==> src/rtl/prog_loader_pkg.sv <==
// Shared constants and state encodings for the program loader.
package prog_loader_pkg;

    // Number of 16-bit program words held by the loader.
    localparam int MEM_DEPTH = 16;

    // Word returned for any location that holds no loaded instruction.
    localparam logic [15:0] NOP_WORD = 16'h0000;

    // Loader FSM states; the encodings are visible on the state port.
    typedef enum logic [1:0] {
        IDLE  = 2'b00,
        LOAD  = 2'b01,
        READY = 2'b10,
        RUN   = 2'b11
    } state_t;

endpackage

==> src/rtl/prog_loader_word.sv <==
// One program word: 16-bit register with synchronous clear and write enable.
module prog_word (
    input  logic        clk,
    input  logic        reset,
    input  logic        we,
    input  logic [15:0] d,
    output logic [15:0] q
);

    import prog_loader_pkg::*;

    // Reset clears the word to a NOP; otherwise capture d when enabled.
    always_ff @(posedge clk) begin
        if (reset) begin
            q <= NOP_WORD;
        end else if (we) begin
            q <= d;
        end
    end

endmodule

==> src/rtl/prog_loader.sv <==
// Program loader: accepts a program over a valid/ready stream, stores it,
// then releases the processor and serves instruction fetches from it.
module prog_loader #(
    parameter int MEM_DEPTH = prog_loader_pkg::MEM_DEPTH
) (
    input  logic        clk,
    input  logic        reset,
    input  logic        ld_valid,
    input  logic [15:0] ld_data,
    input  logic        ld_last,
    output logic        ld_ready,
    input  logic        start,
    input  logic        stop,
    input  logic [15:0] addr,
    output logic [15:0] ins,
    output logic        cpu_reset,
    output logic [4:0]  wcount,
    output logic [1:0]  state
);

    import prog_loader_pkg::*;

    localparam int          AW      = (MEM_DEPTH > 1) ? $clog2(MEM_DEPTH) : 1;
    localparam logic [4:0]  DEPTH_W = 5'(MEM_DEPTH);

    state_t                      cur_state;
    state_t                      next_state;
    logic [4:0]                  wcount_q;
    logic [4:0]                  next_wcount;
    logic                        cpu_reset_q;
    logic                        transfer;
    logic [MEM_DEPTH-1:0]        word_we;
    logic [MEM_DEPTH-1:0][15:0]  words;

    // The loader only accepts words while a program is being collected.
    assign ld_ready  = (cur_state == IDLE) || (cur_state == LOAD);
    assign transfer  = ld_valid && ld_ready;
    assign cpu_reset = cpu_reset_q;
    assign wcount    = wcount_q;
    assign state     = cur_state;

    // Each accepted word lands at the slot indexed by the running word count.
    genvar i;
    generate
        for (i = 0; i < MEM_DEPTH; i++) begin : g_word
            assign word_we[i] = transfer && (wcount_q == 5'(i));

            prog_word u_word (
                .clk   (clk),
                .reset (reset),
                .we    (word_we[i]),
                .d     (ld_data),
                .q     (words[i])
            );
        end
    endgenerate

    // State, word count and processor reset register; cpu_reset tracks the
    // state being entered so it is high in every state except RUN.
    always_ff @(posedge clk) begin
        if (reset) begin
            cur_state   <= IDLE;
            wcount_q    <= 5'd0;
            cpu_reset_q <= 1'b1;
        end else begin
            cur_state   <= next_state;
            wcount_q    <= next_wcount;
            cpu_reset_q <= (next_state != RUN);
        end
    end

    // Next-state and word-count logic; stop has priority over start.
    always_comb begin
        next_state  = cur_state;
        next_wcount = wcount_q;
        case (cur_state)
            IDLE: begin
                if (transfer) begin
                    next_wcount = 5'd1;
                    if (ld_last || (DEPTH_W == 5'd1)) begin
                        next_state = READY;
                    end else begin
                        next_state = LOAD;
                    end
                end
            end
            LOAD: begin
                if (transfer) begin
                    if (wcount_q < DEPTH_W) begin
                        next_wcount = wcount_q + 5'd1;
                    end
                    if (ld_last || (next_wcount == DEPTH_W)) begin
                        next_state = READY;
                    end
                end
            end
            READY: begin
                if (!stop && start) begin
                    next_state = RUN;
                end
            end
            RUN: begin
                if (stop) begin
                    next_state = READY;
                end
            end
            default: begin
                next_state = IDLE;
            end
        endcase
    end

    // Zero-latency fetch; anything past the loaded program reads as a NOP.
    always_comb begin
        ins = NOP_WORD;
        if ({11'd0, wcount_q} > addr) begin
            ins = words[addr[AW-1:0]];
        end
    end

endmodule

==> config.mk <==
export PLATFORM = sky130hd
export DESIGN_NAME = prog_loader
export DESIGN_NICKNAME = d
export VERILOG_FILES = /design/src/rtl/prog_loader_pkg.sv /design/src/rtl/prog_loader_word.sv /design/src/rtl/prog_loader.sv
export SDC_FILE = /design/constraint.sdc
export NUM_CORES = 1
export LEC_CHECK = 0
export BUFFER_PORTS_ARGS = -buffer_cell sky130_fd_sc_hd__buf_2
export CAP_MARGIN = 40
export CORE_MARGIN = 10
export CORE_UTILIZATION = 54
export CTS_CLUSTER_DIAMETER = 50
export DETAILED_ROUTE_END_ITERATION = 8
export PLACE_DENSITY = 0.71
export SLEW_MARGIN = 10
export SYNTH_ARGS = -nofsm -noshare
export SYNTH_HDL_FRONTEND = slang
export SYNTH_SLANG_ARGS = --single-unit
==> constraint.sdc <==
create_clock -name clk -period 2.5 [get_ports clk]
set_input_delay 0.375 -clock clk [delete_from_list [all_inputs] [get_ports clk]]
set_output_delay 0.375 -clock clk [all_outputs]
set_load 0.03 [all_outputs]
---- Word-level counts from Yosys, hierarchy flattened ----
Index checks and enable logic that the tools add are counted.
word-level totals
  logic and storage cells ................. 86
  flip-flop bits (word level) ............. 264
operators by class
  eq/ne operators ......................... 22
  multiplexer cells ....................... 16
  reductions and logical operators ........ 25
  magnitude comparators ................... 3
  add/subtract/negate cells ............... 1
operator list
  kind                   count
  $bmux W16 S4           1
  $eq A5 B4 Y1 const B   8
  $mux W16               2
  $mux W5                5
  $eq A5 B3 Y1 const B   4
  $logic_and A1 B1 Y1    18
  $gt A5 B16 Y1          1
  $mux W2                6
  $eq A5 B2 Y1 const B   2
  $pmux W5 S2            1
  $pmux W2 S4            1
  $ne A2 B2 Y1 const B   3
  $add A5 B1 Y5 const B  1
  $eq A5 B1 Y1 const B   1
  $eq A5 B5 Y1 const B   1
  $logic_not A5 Y1       1
  $lt A4 B5 Y1 const B   1
  $lt A5 B5 Y1 const B   1
  $eq A2 B2 Y1 const B   2
  $reduce_and A3 Y1      1
  $eq A2 B1 Y1 const B   1
  $logic_not A2 Y1       1
  $logic_or A1 B1 Y1     2
  $reduce_bool A2 Y1     1
  $logic_not A1 Y1       1

---- Longest topological paths before layout ----
Gate-level depths: netlist of run 1.
  depth after elaboration ................. 11
  gate-level depth with buffers ........... 9
  gate-level depth less buffers ........... 6

---- Hierarchy ----
From an unflattened synthesis of run 1, not the netlist that was laid out.
second synthesis, totals
  cells, all modules ...................... 1092
  area, all modules ....................... 12086.6 µm²
by module, submodules not included
  module       instances  sequential area each (µm²)  cells each  area each (µm²)
  prog_word    16         320.3                       52          580.6
  prog_loader  1          160.2                       260         2797.7

---- Worst setup path before layout of run 1 ----
No wires, ideal clock.
  path type ............................... input to output
  start point ............................. input port addr[1]
  end point ............................... output port ins[0]
  arrival ................................. 2443 ps
  data required time ...................... 2125 ps
  path buffers ............................ 3
  cell stages on the path ................. 9
  path slack .............................. -318 ps
  cell sequence ........................... buf_4 > buf_2 > inv_1 > ha_1 > nand2b_1 > a21oi_1 > o21ai_1 > clkbuf_1 > a211oi_1
between the ends
  longest elaborated chain between the ends .. 3
  elaborated cells between the ends (all ways) .. 4
ends and longest elaborated chain
  what                                                                   line                RTL
  start: declaration                                                     prog_loader.sv:14   input logic [15:0] addr,
  parallel branches: the longest is 2 deep, another holds $gt A5 B16 Y1  --
  $mux W16 (*)                                                           prog_loader.sv:116  if ({11'd0, wcount_q} > addr) begin
  end: declaration                                                       prog_loader.sv:15   output logic [15:0] ins,
Mark *: on every way between the ends. The select of a mux whose other input is x is not followed.

---- Worst setup path in the final report of run 1 ----
  start point ............................. register wcount_q[0] (netlist: wcount[0])
  end point ............................... output port ins[5]
between the ends
  longest elaborated chain between the ends .. 2
ends and longest elaborated chain
  what                      line                RTL
  start: declaration        prog_loader.sv:28   logic [4:0] wcount_q;
  start signal: assignment  prog_loader.sv:67   wcount_q <= next_wcount;
  $gt A5 B16 Y1             prog_loader.sv:116
  $mux W16                  prog_loader.sv:116
No other way between the ends.

==> flow_metrics.py, run 1 <==
metrics = {
    "logic_synthesis": {
        "yosys.area_share.adder_pct": 0.956,
        "syn_area_per_cell_um2": 8.36,
        "yosys_warnings": 0,
        "syn_area_um2": 11800,
        "syn_nets": 1456,
        "yosysMostFrequentCell": "nand2_1",
        "synth-xor-area-share_pct": 0.0743,
        "synth_common_cells": "nand2_1, dfxtp_1, a21oi_1",
        "synth.mux.area_fraction_pct": 12.2,
        "yosys-top-cells-area": "dfxtp_1, nand2_1, mux4_2, a21oi_1, a22o_1",
        "yosysTopAreaCell": "dfxtp_1",
        "synth_cell_types": 37,
        "synthArstFlopShare_pct": 0,
        "synth_edf_count": 0,
        "seq_area_frac_synth_pct": 44.9,
        "synth_compound_area_share_pct": 15.2,
        "synth_top_area_share_pct": 44.9,
        "ys.flop_type": "dfxtp_1",
        "synth_simple_gate_area_share_pct": 20.5,
        "syn_inst": 1409,
        "synth-seq-cells": 264,
        "synth_top_family_by_area": "simple AND/OR/NAND/NOR gates",
    },
    "sta": {
        "slew_headroom_pct": 46.4,
        "setup_violations": 5,
        "hold_viol": 0,
        "max_freq_mhz": 396,
        "maxSlewViolCount": 0,
        "timing.final.crit_share_pct": 101,
        "setup_ws_ns": -0.0238,
        "rsz0062_at_grt": "true",
        "hold_slack_ns": 0.122,
        "tightest_slew_ns": 0.804,
        "period_needed_ns": 2.52,
        "finClkSkew_ns": 0.0117,
    },
    "clocking": {
        "cts_made_buffers": 31,
        "clock_latency_ns": 0.57,
        "clk_path_buf_depth": 3,
        "h-tree-depth": 1,
        "cts.clk_slew.worst_paths_ns": 0.06,
        "clock-sinks": 264,
        "cts_root_buf": "clkbuf_16",
        "cts_tree": "done",
    },
    "finish": {
        "utilization_pct": 64.9,
        "fin_nets": 1480,
        "fill_cells": 1751,
        "drive_gt1_share_pct": 18.8,
        "regArea_um2": 5290,
        "multiInputGateArea_um2": 5990,
        "diodes": 0,
        "area_delta_synth_final_pct": 17.0,
    },
    "job": {
        "maxCapViolCount": 0,
    },
    "power_and_ir_drop": {
        "switchingPower_mw": 2.26,
        "comb_power_share_pct": 6.4,
        "internal_power_mw": 7.24,
        "powerDensity_nw_per_um2": 690,
        "p_sw_share_pct": 23.8,
        "pwr-share-seq_pct": 45.1,
        "p_leak_nw": 4.67,
        "pwr-share-clk_pct": 48.5,
        "ir_worst_vdd_mv": 0.617,
    },
    "setup_path": {
        "critPathRequiredTime_ns": 2.12,
        "critPathMaxFanout": 8,
        "critical_path_class": "reg -> out",
        "cp-end-kind": "output port",
        "worstPathArrival_ns": 2.15,
        "critPathLaunchType": "register",
    },
    "floorplanning": {
        "start_util_pct": 55.5,
        "fp.coreArea_um2": 21200,
        "fp.dieW_um": 168,
        "dieArea_um2": 28100,
        "fp.dieH_um": 168,
        "num_rows": 53,
        "io_pins": 63,
    },
    "global_route": {
        "gr-usage-met3_pct": 3.35,
        "grt_pass1_vias": 9982,
        "grt_max_degree": 114,
        "grt_use_total_pct": 23.3,
        "grt_pass1_wl_mm": 54.3,
        "grt_antenna_before_repair": 0,
        "grt_busiest_layer": "met2",
        "use_met1_pct": 29.4,
        "met2_usage_pct": 40.5,
        "grt_overflow": 0,
    },
    "min_path": {
        "hold_class": "in -> reg",
    },
    "placed_design": {
        "hpwlAfterDp_mm": 21.5,
        "io_buffers": 62,
        "dp_slack_ns": 0.0426,
        "place.gp.congestion": 0.807,
    },
    "routing": {
        "viasPerCell": 5.87,
        "firstDrtPassIters": 6,
        "drc": 0,
        "drtIter0Drc": 882,
        "wl_per_cell_um": 19.4,
        "final_antenna_net_count": 0,
        "routed_wl_mm": 33.6,
        "via_count": 10151,
    },
    "outcome": {
        "violations": "negative setup slack",
        "status": "complete, but fails checks",
    },
}
final cells by class:
class	count	area share, %
Inverter	9	0.245
Clock buffer	37	5.94
Clock inverter	17	1.73
Timing Repair Buffer	130	7.75
Multi-Input combinational cell	997	43.4
Sequential cell	264	38.4
Tap cell	275	2.50
metrics by stage:
step | TNS (ns) | std cells | total power, mW | instance area (µm²)
after floorplan | -0.628 | 1409 | 4.78 | 11900
after global placement | 0 | 1671 | 4.95 | 12500
after detailed placement | 0 | 1671 | 4.96 | 12500
after CTS | -0.0311 | 1729 | 9.55 | 13700
after global routing | -0.555 | 1729 | 9.79 | 13800
final | -0.0357 | 1729 | 9.50 | 13800
sequential cells by signal (all words and copies together), names as in the netlist:
signal,count
wcount,5
cpu_reset,1
g_word.u_word.q,256
state,2
layout by cell type, fill, tap and decap left out, types with 2 or more instances in the layout:
master      count
clkbuf_1        4
ha_4            3
nand2_1       528
nor3_1          4
clkinv_2        2
nor4_1          2
ha_1            6
a211oi_1        5
dfxtp_1       260
bufinv_16       4
mux4_2         64
buf_4          63
and3_1          5
inv_1           8
and4bb_2        4
a22o_1         32
dfxtp_2         4
clkbuf_8        3
a211oi_4       10
buf_2          44
and2b_1         2
clkinvlp_4      4
inv_8           2
buf_12         11
clkbuf_16      31
inv_6           3
nand3_1         7
a21oi_1       261
and2_1         14
nor2b_1         4
a211oi_2        2
nor2_1         21
nand2b_1        3
buf_6          10
a21o_1          3
repair_timing:
action	4_1_cts	5_1_grt
gates cloned	1	0
endpoints found under the setup margin	16	16
hold buffers	0	0
pin swaps	6	4
gates resized for setup	32	13
setup buffers	3	0
layer usage:
layer,part of all wire (%),vias to the layer above
li1,-,4784
met1,40,4864
met2,50,423
met3,7.1,80
met4,3.0,0
met5,0,-
worst paths after layout:
check	from	slack, ns	to	cells past startpoint
min reg2reg	g_word[5].u_word.q[6]	0.45	g_word[5].u_word.q[6]	2
min	ld_last	0.12	state[0]	3
max reg2reg	wcount[0]	0.55	g_word[3].u_word.q[7]	8
max	wcount[0]	-0.02	ins[5]	8
power groups by stage:
stage	logic [mW]	clock network, mW	registers [mW]
final	0.613	4.61	4.29
after global routing	0.662	4.84	4.29
after CTS	0.607	4.66	4.28
after detailed placement	0.586	0	4.38
after global placement	0.579	0	4.37
after floorplan	0.398	0	4.38
worst max-delay path, stage by stage, from the launching register on:
cell and delay, ns:
dfxtp_2 0.34, inv_2 0.06, ha_4 0.15, nand2b_4 0.14
a21oi_4 0.14, o21ai_4 0.12, buf_12 0.17, a211oi_4 0.29
buf_6 0.18
cells by family after synthesis:
family / after synthesis
AOI/OAI and AO/OA: 320
xor gates and xnor gates: 1
muxes: 64
buffers and inverters: 148
and+or+nand+nor: 603
adders and majority gates: 9
DFF: 264
No activity file was read; power rests on OpenSTA's default activity.
==> run 2: changes to the inputs <==
--- a/config.mk
+++ b/config.mk
@@ -15,4 +15,6 @@
 export SLEW_MARGIN = 10
 export SYNTH_ARGS = -nofsm -noshare
 export SYNTH_HDL_FRONTEND = slang
+export SYNTH_HIERARCHICAL = 1
 export SYNTH_SLANG_ARGS = --single-unit
+export TNS_END_PERCENT = 10
==> flow_metrics.py, run 2 <==
metrics = {
    "setup_path": {
        "reg2reg_from": "wcount[1]",
        "cp-end-kind": "output port",
        "critPathLaunchType": "register",
        "r2r.worst_path.cells": 7,
        "critical_path_class": "reg -> out",
        "worstPathArrival_ns": 2.13,
        "critPathRequiredTime_ns": 2.12,
        "critPathMaxFanout": 5,
        "r2r-end": "cpu_reset",
        "rrSetupSlack_ns": 0.45,
    },
    "floorplanning": {
        "num_rows": 54,
        "dieArea_um2": 28800,
        "fp.dieW_um": 170,
        "start_util_pct": 55.2,
        "io_pins": 63,
        "fp.dieH_um": 170,
        "fp.coreArea_um2": 21900,
    },
    "sta": {
        "maxSlewViolCount": 0,
        "slew_headroom_pct": 53.0,
        "tightest_slew_ns": 0.705,
        "setup_ws_ns": -0.00868,
        "max_freq_mhz": 399,
        "rsz0062_at_grt": "true",
        "finalSetupTns_ns": -0.0114,
        "timing.final.crit_share_pct": 100,
        "setup_violations": 2,
        "period_needed_ns": 2.51,
        "finClkSkew_ns": 0.00927,
        "hold_viol": 0,
    },
    "routing": {
        "drc": 0,
        "routed_wl_mm": 29.3,
        "firstDrtPassIters": 5,
        "drtIter0Drc": 667,
        "wl_per_cell_um": 20.2,
        "via_count": 8286,
        "viasPerCell": 5.71,
        "final_antenna_net_count": 0,
    },
    "placed_design": {
        "io_buffers": 62,
        "placed_area_um2": 12600,
        "hpwlAfterDp_mm": 18.4,
        "place.gp.congestion": 0.810,
        "dp_slack_ns": 0.0794,
    },
    "logic_synthesis": {
        "synth_edf_count": 0,
        "syn_area_per_cell_um2": 11.1,
        "syn_nets": 1139,
        "yosysMostFrequentCell": "nor2_1",
        "synth_cell_types": 38,
        "synth_top_area_share_pct": 43.7,
        "yosysTopAreaCell": "dfxtp_1",
        "seq_area_frac_synth_pct": 43.7,
        "syn_area_um2": 12100,
        "yosys_warnings": 6,
        "yosys-top-cells-area": "dfxtp_1, mux2i_1, mux4_2, nor2_1, buf_12",
        "synth_common_cells": "nor2_1, dfxtp_1, mux2i_1",
        "ys.flop_type": "dfxtp_1",
        "synth-seq-cells": 264,
        "synthArstFlopShare_pct": 0,
        "syn_inst": 1092,
    },
    "finish": {
        "layout_commonest_cell": "nor2_1",
        "fin_nets": 1198,
        "largest-register": "g_word.u_word/q",
        "area_delta_synth_final_pct": 14.0,
        "largest_register_ffs": 256,
        "final_cell_mix": "nor2_1, dfxtp_1, mux2i_1",
        "fill_cells": 1730,
        "utilization_pct": 62.9,
        "drive_gt1_share_pct": 23.8,
        "design_area_um2": 13800,
        "diodes": 0,
    },
    "job": {
        "maxCapViolCount": 0,
    },
    "global_route": {
        "grt_pass1_wl_mm": 46.6,
        "grt_antenna_before_repair": 0,
        "grt_max_degree": 102,
        "grt_pass1_vias": 8142,
        "grt_overflow": 0,
        "grt_use_total_pct": 20.0,
    },
    "power_and_ir_drop": {
        "p_total_mw": 9.18,
        "powerDensity_nw_per_um2": 666,
        "p_leak_nw": 4.82,
        "ir_worst_vdd_mv": 0.451,
    },
    "clocking": {
        "cts_tree": "done",
        "cts.clk_slew.worst_paths_ns": 0.06,
        "cts_root_buf": "clkbuf_16",
        "clock_latency_ns": 0.54,
        "h-tree-depth": 1,
        "cts_made_buffers": 30,
        "clock-sinks": 264,
        "clk_path_buf_depth": 3,
    },
    "min_path": {
        "holdPathStages": 3,
        "holdCritStartpoint": "stop",
        "hold_end": "state[0]",
        "hold_class": "in -> reg",
    },
    "outcome": {
        "violations": "negative setup slack",
        "status": "complete, but fails checks",
    },
}
## run 2: cell count changes after synthesis, moves of 18 or more
cell      before  now
nand2_1      529    7
nor2_1        22  293
a21oi_1      262    5
mux2i_1        0  256
clkbuf_1      68    9
buf_4         19    1
## run 2: where the power goes
part           switching [mW]  internal [mW]  total, mW
combinational           0.332          0.184      0.517
clock                    1.70           2.70       4.40
sequential             0.0204           4.24       4.26
## run 2: logic make-up after synthesis
family	Yosys count	synth area share [%]
fa+ha+maj	9	0.932
simple gates	331	10.9
mux	320	33.1
flops	264	43.7
compound gates	66	4.28
buf+inv	102	7.05
## run 2: layout make-up
cell class                 count  area (µm²)  area share, %
clock buffer                  40         860           6.24
multi-input combinational    726        6190           44.9
sequential                   264        5290           38.4
tap                          280         350           2.54
inverter                      10        37.5          0.272
timing repair buffer         119         910           6.60
clock inverter                11         140           1.02
## run 2: worst max-delay path, stage by stage (launching register included)
cell and delay (ns):
dfxtp_2 0.33, inv_2 0.06, ha_1 0.17, nand2b_4 0.14
a21oi_4 0.14, o21ai_4 0.14, buf_6 0.17, a211oi_2 0.24
buf_4 0.20
## run 2: worst max-delay path by stage
stage                    from       to  slack, ns  cells after the start
floorplan             addr[2]   ins[0]       -0.1                      8
global route        wcount[3]   ins[1]      -0.08                      6
detailed placement    addr[0]  ins[10]       0.08                      7
CTS                 wcount[0]   ins[1]    -0.0006                      7
global placement      addr[0]   ins[7]       0.09                      7
finish              wcount[0]   ins[2]     -0.009                      8
## run 2: through the flow
| stage | instances | hold WS (ns) |
|---|---|---|
| floorplan | 1092 | 0.444 |
| global placement | 1394 | 0.466 |
| detailed placement | 1394 | 0.478 |
| CTS | 1446 | 0.125 |
| global route | 1450 | 0.137 |
| finish | 1450 | 0.136 |
## run 2: routing by layer
metal | share of wire [%] | routed length, µm | vias to the layer above | track usage, %
met5 | 0 | 0 | - | 0
met4 | 1.6 | 481 | 0 | 4.92
met3 | 4.9 | 1430 | 36 | 2.62
met2 | 49 | 14300 | 226 | 32.7
met1 | 45 | 13100 | 4080 | 27.3
li1 | - | - | 3944 | -
## run 2: timing repair
action	in CTS	in global routing
pin swaps	10	6
endpoints found under the setup margin	16	16
buffers inserted	1	4
hold endpoints to repair	0	0
hold buffers	0	0
gates resized for setup	40	5
